--- src/rtl/booth_multiplier_32_bit.sv ---
// booth_multiplier_32_bit
//
// Iterative radix-2 Booth multiplier for the ALU multiply path.
// Signed 32x32 operands give a full 64-bit signed product. The block
// performs one Booth step per clock, so a result takes 32 RUN cycles.
//
// Ports
//   clock           rising-edge clock
//   reset           synchronous, active-high; returns the block to IDLE
//   ctrl_MULT       start pulse, only honoured in IDLE or DONE
//   data_operandA   multiplicand (signed), latched on an accepted start
//   data_operandB   multiplier (signed), latched on an accepted start
//   data_result     product[31:0], held until the next capture or reset
//   data_result_hi  product[63:32], held until the next capture or reset
//   data_exception  product does not fit in signed 32 bits
//   data_resultRDY  one-cycle pulse while in DONE
//   busy            high while in RUN
//
// Build option
//   MULT_OVERFLOW_DETECT_EN  when defined, data_exception is computed and
//                            registered alongside the result; otherwise it
//                            is tied to 0 and no overflow logic exists.
//
// State   | Meaning
// --------+-------------------------------------------------------
// IDLE    | waiting for ctrl_MULT
// RUN     | one Booth step per edge, 32 steps
// DONE    | result valid for one cycle; may accept a new start

module booth_multiplier_32_bit (
    input  logic        clock,
    input  logic        reset,
    input  logic        ctrl_MULT,
    input  logic [31:0] data_operandA,
    input  logic [31:0] data_operandB,
    output logic [31:0] data_result,
    output logic [31:0] data_result_hi,
    output logic        data_exception,
    output logic        data_resultRDY,
    output logic        busy
);

    typedef enum logic [1:0] {
        ST_IDLE = 2'd0,
        ST_RUN  = 2'd1,
        ST_DONE = 2'd2
    } state_t;

    state_t      state_q, state_d;
    logic [4:0]  count_q, count_d;
    // P = acc[32:0] | mplr[31:0] | q
    logic [65:0] p_q, p_d;
    logic [32:0] mcand_q, mcand_d;
    logic [31:0] res_lo_q, res_lo_d;
    logic [31:0] res_hi_q, res_hi_d;

    logic [32:0] acc_next;
    logic [65:0] p_step;

    // One Booth step. The accumulator is 33 bits so that subtracting a
    // multiplicand of -2^31 cannot wrap before the shift.
    always_comb begin
        acc_next = p_q[65:33];
        case (p_q[1:0])
            2'b01:   acc_next = p_q[65:33] + mcand_q;
            2'b10:   acc_next = p_q[65:33] - mcand_q;
            default: acc_next = p_q[65:33];
        endcase
        p_step = {acc_next[32], acc_next, p_q[32:1]};
    end

    always_comb begin
        state_d  = state_q;
        count_d  = count_q;
        p_d      = p_q;
        mcand_d  = mcand_q;
        res_lo_d = res_lo_q;
        res_hi_d = res_hi_q;
        case (state_q)
            ST_IDLE, ST_DONE: begin
                if (ctrl_MULT) begin
                    mcand_d = {data_operandA[31], data_operandA};
                    p_d     = {33'b0, data_operandB, 1'b0};
                    count_d = 5'd0;
                    state_d = ST_RUN;
                end else if (state_q == ST_DONE) begin
                    state_d = ST_IDLE;
                end
            end
            ST_RUN: begin
                p_d     = p_step;
                count_d = count_q + 5'd1;
                if (count_q == 5'd31) begin
                    res_lo_d = p_step[32:1];
                    res_hi_d = p_step[64:33];
                    state_d  = ST_DONE;
                end
            end
            default: state_d = ST_IDLE;
        endcase
    end

    always_ff @(posedge clock) begin
        if (reset) begin
            state_q  <= ST_IDLE;
            count_q  <= 5'd0;
            p_q      <= 66'd0;
            mcand_q  <= 33'd0;
            res_lo_q <= 32'd0;
            res_hi_q <= 32'd0;
        end else begin
            state_q  <= state_d;
            count_q  <= count_d;
            p_q      <= p_d;
            mcand_q  <= mcand_d;
            res_lo_q <= res_lo_d;
            res_hi_q <= res_hi_d;
        end
    end

`ifdef MULT_OVERFLOW_DETECT_EN
    logic exc_q, exc_d;

    // Overflow: upper word is not a pure sign extension of bit 31.
    always_comb begin
        exc_d = exc_q;
        if (state_q == ST_RUN && count_q == 5'd31)
            exc_d = (p_step[64:33] != {32{p_step[32]}});
    end

    always_ff @(posedge clock) begin
        if (reset) exc_q <= 1'b0;
        else       exc_q <= exc_d;
    end

    assign data_exception = exc_q;
`else
    assign data_exception = 1'b0;
`endif

    assign data_result    = res_lo_q;
    assign data_result_hi = res_hi_q;
    assign data_resultRDY = (state_q == ST_DONE);
    assign busy           = (state_q == ST_RUN);

endmodule

--- config.mk ---
export PLATFORM = sky130hd
export DESIGN_NAME = booth_multiplier_32_bit
export DESIGN_NICKNAME = d
export VERILOG_FILES = /design/src/rtl/booth_multiplier_32_bit.sv
export SDC_FILE = /design/constraint.sdc
export NUM_CORES = 1
export LEC_CHECK = 0
export CAP_MARGIN = 20
export CORE_ASPECT_RATIO = 0.5
export CORE_UTILIZATION = 55
export CTS_CLUSTER_SIZE = 40
export DETAILED_ROUTE_END_ITERATION = 6
export PLACE_DENSITY = 0.81
export SYNTH_ARGS = -nofsm -noshare
export SYNTH_HDL_FRONTEND = slang
export SYNTH_SLANG_ARGS = --single-unit
--- constraint.sdc ---
create_clock -name clock -period 4.7 [get_ports clock]
set_input_delay 0.705 -clock clock [delete_from_list [all_inputs] [get_ports clock]]
set_output_delay 0.705 -clock clock [all_outputs]
set_load 0.005 [all_outputs]
==> results.cfg, run 1 <==
[run_status]
status = finished clean

[detailed_routing]
drtAntennaViolNets = 0
drc = 0
routed_wl_um = 25700
drt-initial-drc-count = 723
vias = 8530
wire_per_inst_um = 17.7
vias_per_cell = 5.87
first_pass_iters = 5

[floorplan]
dieArea_um2 = 16600
num_io_pins = 134
std_cell_rows = 32
die_h_um = 91.7
start_util = 0.568
coreArea_um2 = 15600
dieWidth_um = 181

[cts]
clk_pin_slew_worst_paths_ns = 0.07
cts_tree = done
cts.htree.levels = 4
holdBufCountCts = 0
worst_skew_pair.late_latency_ns = 0.44
postCtsSetupBuffers = 0
clkSinkCount = 168
clk_path_buf_depth = 2
clock-root-buffer = clkbuf_16
numCtsBuffers = 17

[synth]
synth.yosys.seq_area_share = 0.380
yosys.area.top_type = dfxtp_1
synth_area_um2 = 8850
syn_nets = 1250
ys.warnings.count = 0
synthFlopType = dfxtp_1
synth_cell_type_count = 68
syn_inst = 1146
synth_seq_cells = 168
netlist.area_leader.share = 0.380
synth_edf_count = 0
async_flop_share = 0
synthTopCellsByArea = dfxtp_1 38%, a21oi_1 10%, nand2_1 9.2%
avgSynthCellArea_um2 = 7.72

[hold_path]
hold_class = flop to flop

[setup_path]
critPathLaunchType = flop
cp-end-kind = flop
max_stage_delay_ns = 0.49
crit_chain = nor3_2, nand2_1, nor3_1, nand3_1, nor4_2, a21oi_1, xnor2_1, ha_1, a21oi_1, o21ai_0, a221oi_1, o21ai_0, or3_1, o311a_1, a41o_1
worst_path_max_delay_cell = a221oi_1
worstPathRequired_ns = 5.03
cp.arrival_ns = 4.57
path_buf_inv = 0
setup.worst_path.class = flop to flop
cp_max_fo = 7
cpLargestDelayFamily = compound AO/OA/AOI/OAI gates

[final_layout]
final_core_util = 0.698
final_common_cell = nand2_1
diodes = 0
drive_above_1_share = 0.0577
area_growth_pct = 22.9
finish.net_count = 1340
final_cell_mix = 216 x nand2_1, 181 x a21oi_1, 168 x dfxtp_1, 131 x clkdlybuf4s50_1, 100 x nor2_1

[sta]
tightest_slew_ns = 0.914
fin_ws_ns = 0.462
hold_slack_ns = 0.456
setup_violations = 0
fin_crit_sh = 0.902
hold_viol = 0
slew_headroom = 0.391
fmax_mhz = 236
fin_crit_ns = 4.24
tns_ns = 0
maxSlewViolCount = 0
rsz0062_at_grt = no
finClkSkew_ns = 0.0137

[global_route]
use_met3 = 0.0635
use_met1 = 0.472
busiest_layer = met2
first_global_vias = 8021
overflow = 0
grt_max_degree = 77
antenna_found_initial = 0
grt_pass1_wl_um = 41900
grt_usage = 0.319
grt.met2_usage = 0.474

[pwr]
power_w = 0.00375
ir_drop_v = 0.000263
combPwrFrac = 0.212
power.net_switching_w = 0.00117
powerDensity_nw_per_um2 = 345
intPower_w = 0.00258
p_leak_nw = 4.01
p_seq_frac = 0.405
switching_share = 0.313
p_clk_frac = 0.383

[job]
drv_cap = 0

[placement]
dp_worst_setup_slack_ns = 0.441
gp_congestion = 0.934
io_buffers = 132
dpl.hpwl_um = 18300
metrics by stage:
step	instance area [um^2]	instances
floorplan	8850	1146
global placement	10300	1421
detailed placement	10300	1421
CTS	10900	1452
global route	10900	1452
finish	10900	1452
worst register-to-register path, cell delays in order, from the launching register on:
cell	delay, ns
dfxtp_1	0.36
nor3_2	0.26
nand2_1	0.13
nor3_1	0.24
nand3_1	0.28
nor4_2	0.28
a21oi_1	0.14
xnor2_1	0.17
ha_1	0.40
a21oi_1	0.24
o21ai_0	0.16
a221oi_1	0.49
o21ai_0	0.27
or3_1	0.39
o311a_1	0.13
a41o_1	0.21
cell type report:
| type | instances | area [um^2] |
|---|---|---|
| sequential | 168 | 3360 |
| clock inverter | 13 | 158 |
| inverter | 18 | 67.6 |
| fill | 1253 | 4700 |
| clock buffer | 18 | 429 |
| timing repair buffer | 150 | 1450 |
| tap | 204 | 255 |
| multi-input combinational | 881 | 5150 |
cell usage after synthesis (all sizes together) (3+ instances only):
| master | count |
|---|---|
| a22oi | 45 |
| a21o | 13 |
| a21oi | 182 |
| nor4 | 6 |
| dfxtp | 168 |
| o21ai | 38 |
| nand3 | 15 |
| o2bb2a | 3 |
| or3 | 5 |
| o21bai | 3 |
| nor2b | 8 |
| mux2i | 12 |
| buf | 8 |
| o211ai | 4 |
| nand4 | 8 |
| inv | 18 |
| clkbuf | 71 |
| xnor2 | 46 |
| and3 | 8 |
| and2 | 5 |
| a211oi | 13 |
| o21a | 7 |
| nand2 | 217 |
| nand2b | 13 |
| nor3 | 24 |
| ha | 36 |
| o41ai | 3 |
| and3b | 3 |
| a32oi | 6 |
| a2111oi | 3 |
| a31oi | 11 |
| nor2 | 103 |
| xor2 | 10 |
| nand3b | 5 |
kinds of logic (layout without fill, tap and decap cells):
group                      Yosys count  count (layout)  synth area share
DFF                                168             168             0.380
AOI/OAI and AO/OA                  347             347             0.244
and+or+nand+nor                    426             426             0.209
xor gates and xnor gates            56              56            0.0554
adders and majority gates           37              37            0.0532
muxes                               14              14            0.0161
buffers and inverters               97             199            0.0417
other                                1               1          0.000424
power by group through the flow:
stage	combinational (W)	clock, W	sequential (W)
final	0.000797	0.00144	0.00152
after global routing	0.000874	0.00151	0.00152
after CTS	0.000781	0.00144	0.00152
after detailed placement	0.000774	0	0.00155
after global placement	0.000759	0	0.00155
after floorplan	0.000552	0	0.00153
metal layers:
layer	vias up	wire [um]
li1	4186	-
met1	3993	12700
met3	21	2020
met2	330	10700
met5	-	0
met4	0	204
final timing paths:
| check | startpoint | to | slack (ns) | cells past startpoint |
|---|---|---|---|---|
| setup / recovery | mcand_q[5] | p_q[63] | 0.46 | 15 |
| hold / removal | data_result[11] | data_result[11] | 0.46 | 2 |
| setup reg to reg | mcand_q[5] | p_q[63] | 0.46 | 15 |
| hold reg to reg | data_result[11] | data_result[11] | 0.46 | 2 |
registers in the layout, summed over array words and instances, names as in the netlist:
| register | flops |
|---|---|
| mcand_q | 32 |
| data_result_hi | 32 |
| count_q | 5 |
| p_q | 65 |
| data_result | 32 |
| state_q | 2 |
repair_timing:
action,in CTS,in global routing
gates resized for setup,0,2
hold endpoints to repair,0,0
setup endpoints to repair,0,3
(Power assumes the default switching activity.)
==> inputs of run 2 (changes only) <==
Settings changed: SKIP_CTS_REPAIR_TIMING set to 1.
==> results of run 2 <==
Same layout as run 1: the final DEF is identical, and so are final timing and power.
==> inputs of run 3 (changes only) <==
Settings changed: CAP_MARGIN 20 to unset.
==> results of run 3 <==
Same layout as run 1: the final DEF is identical, and so are final timing and power.
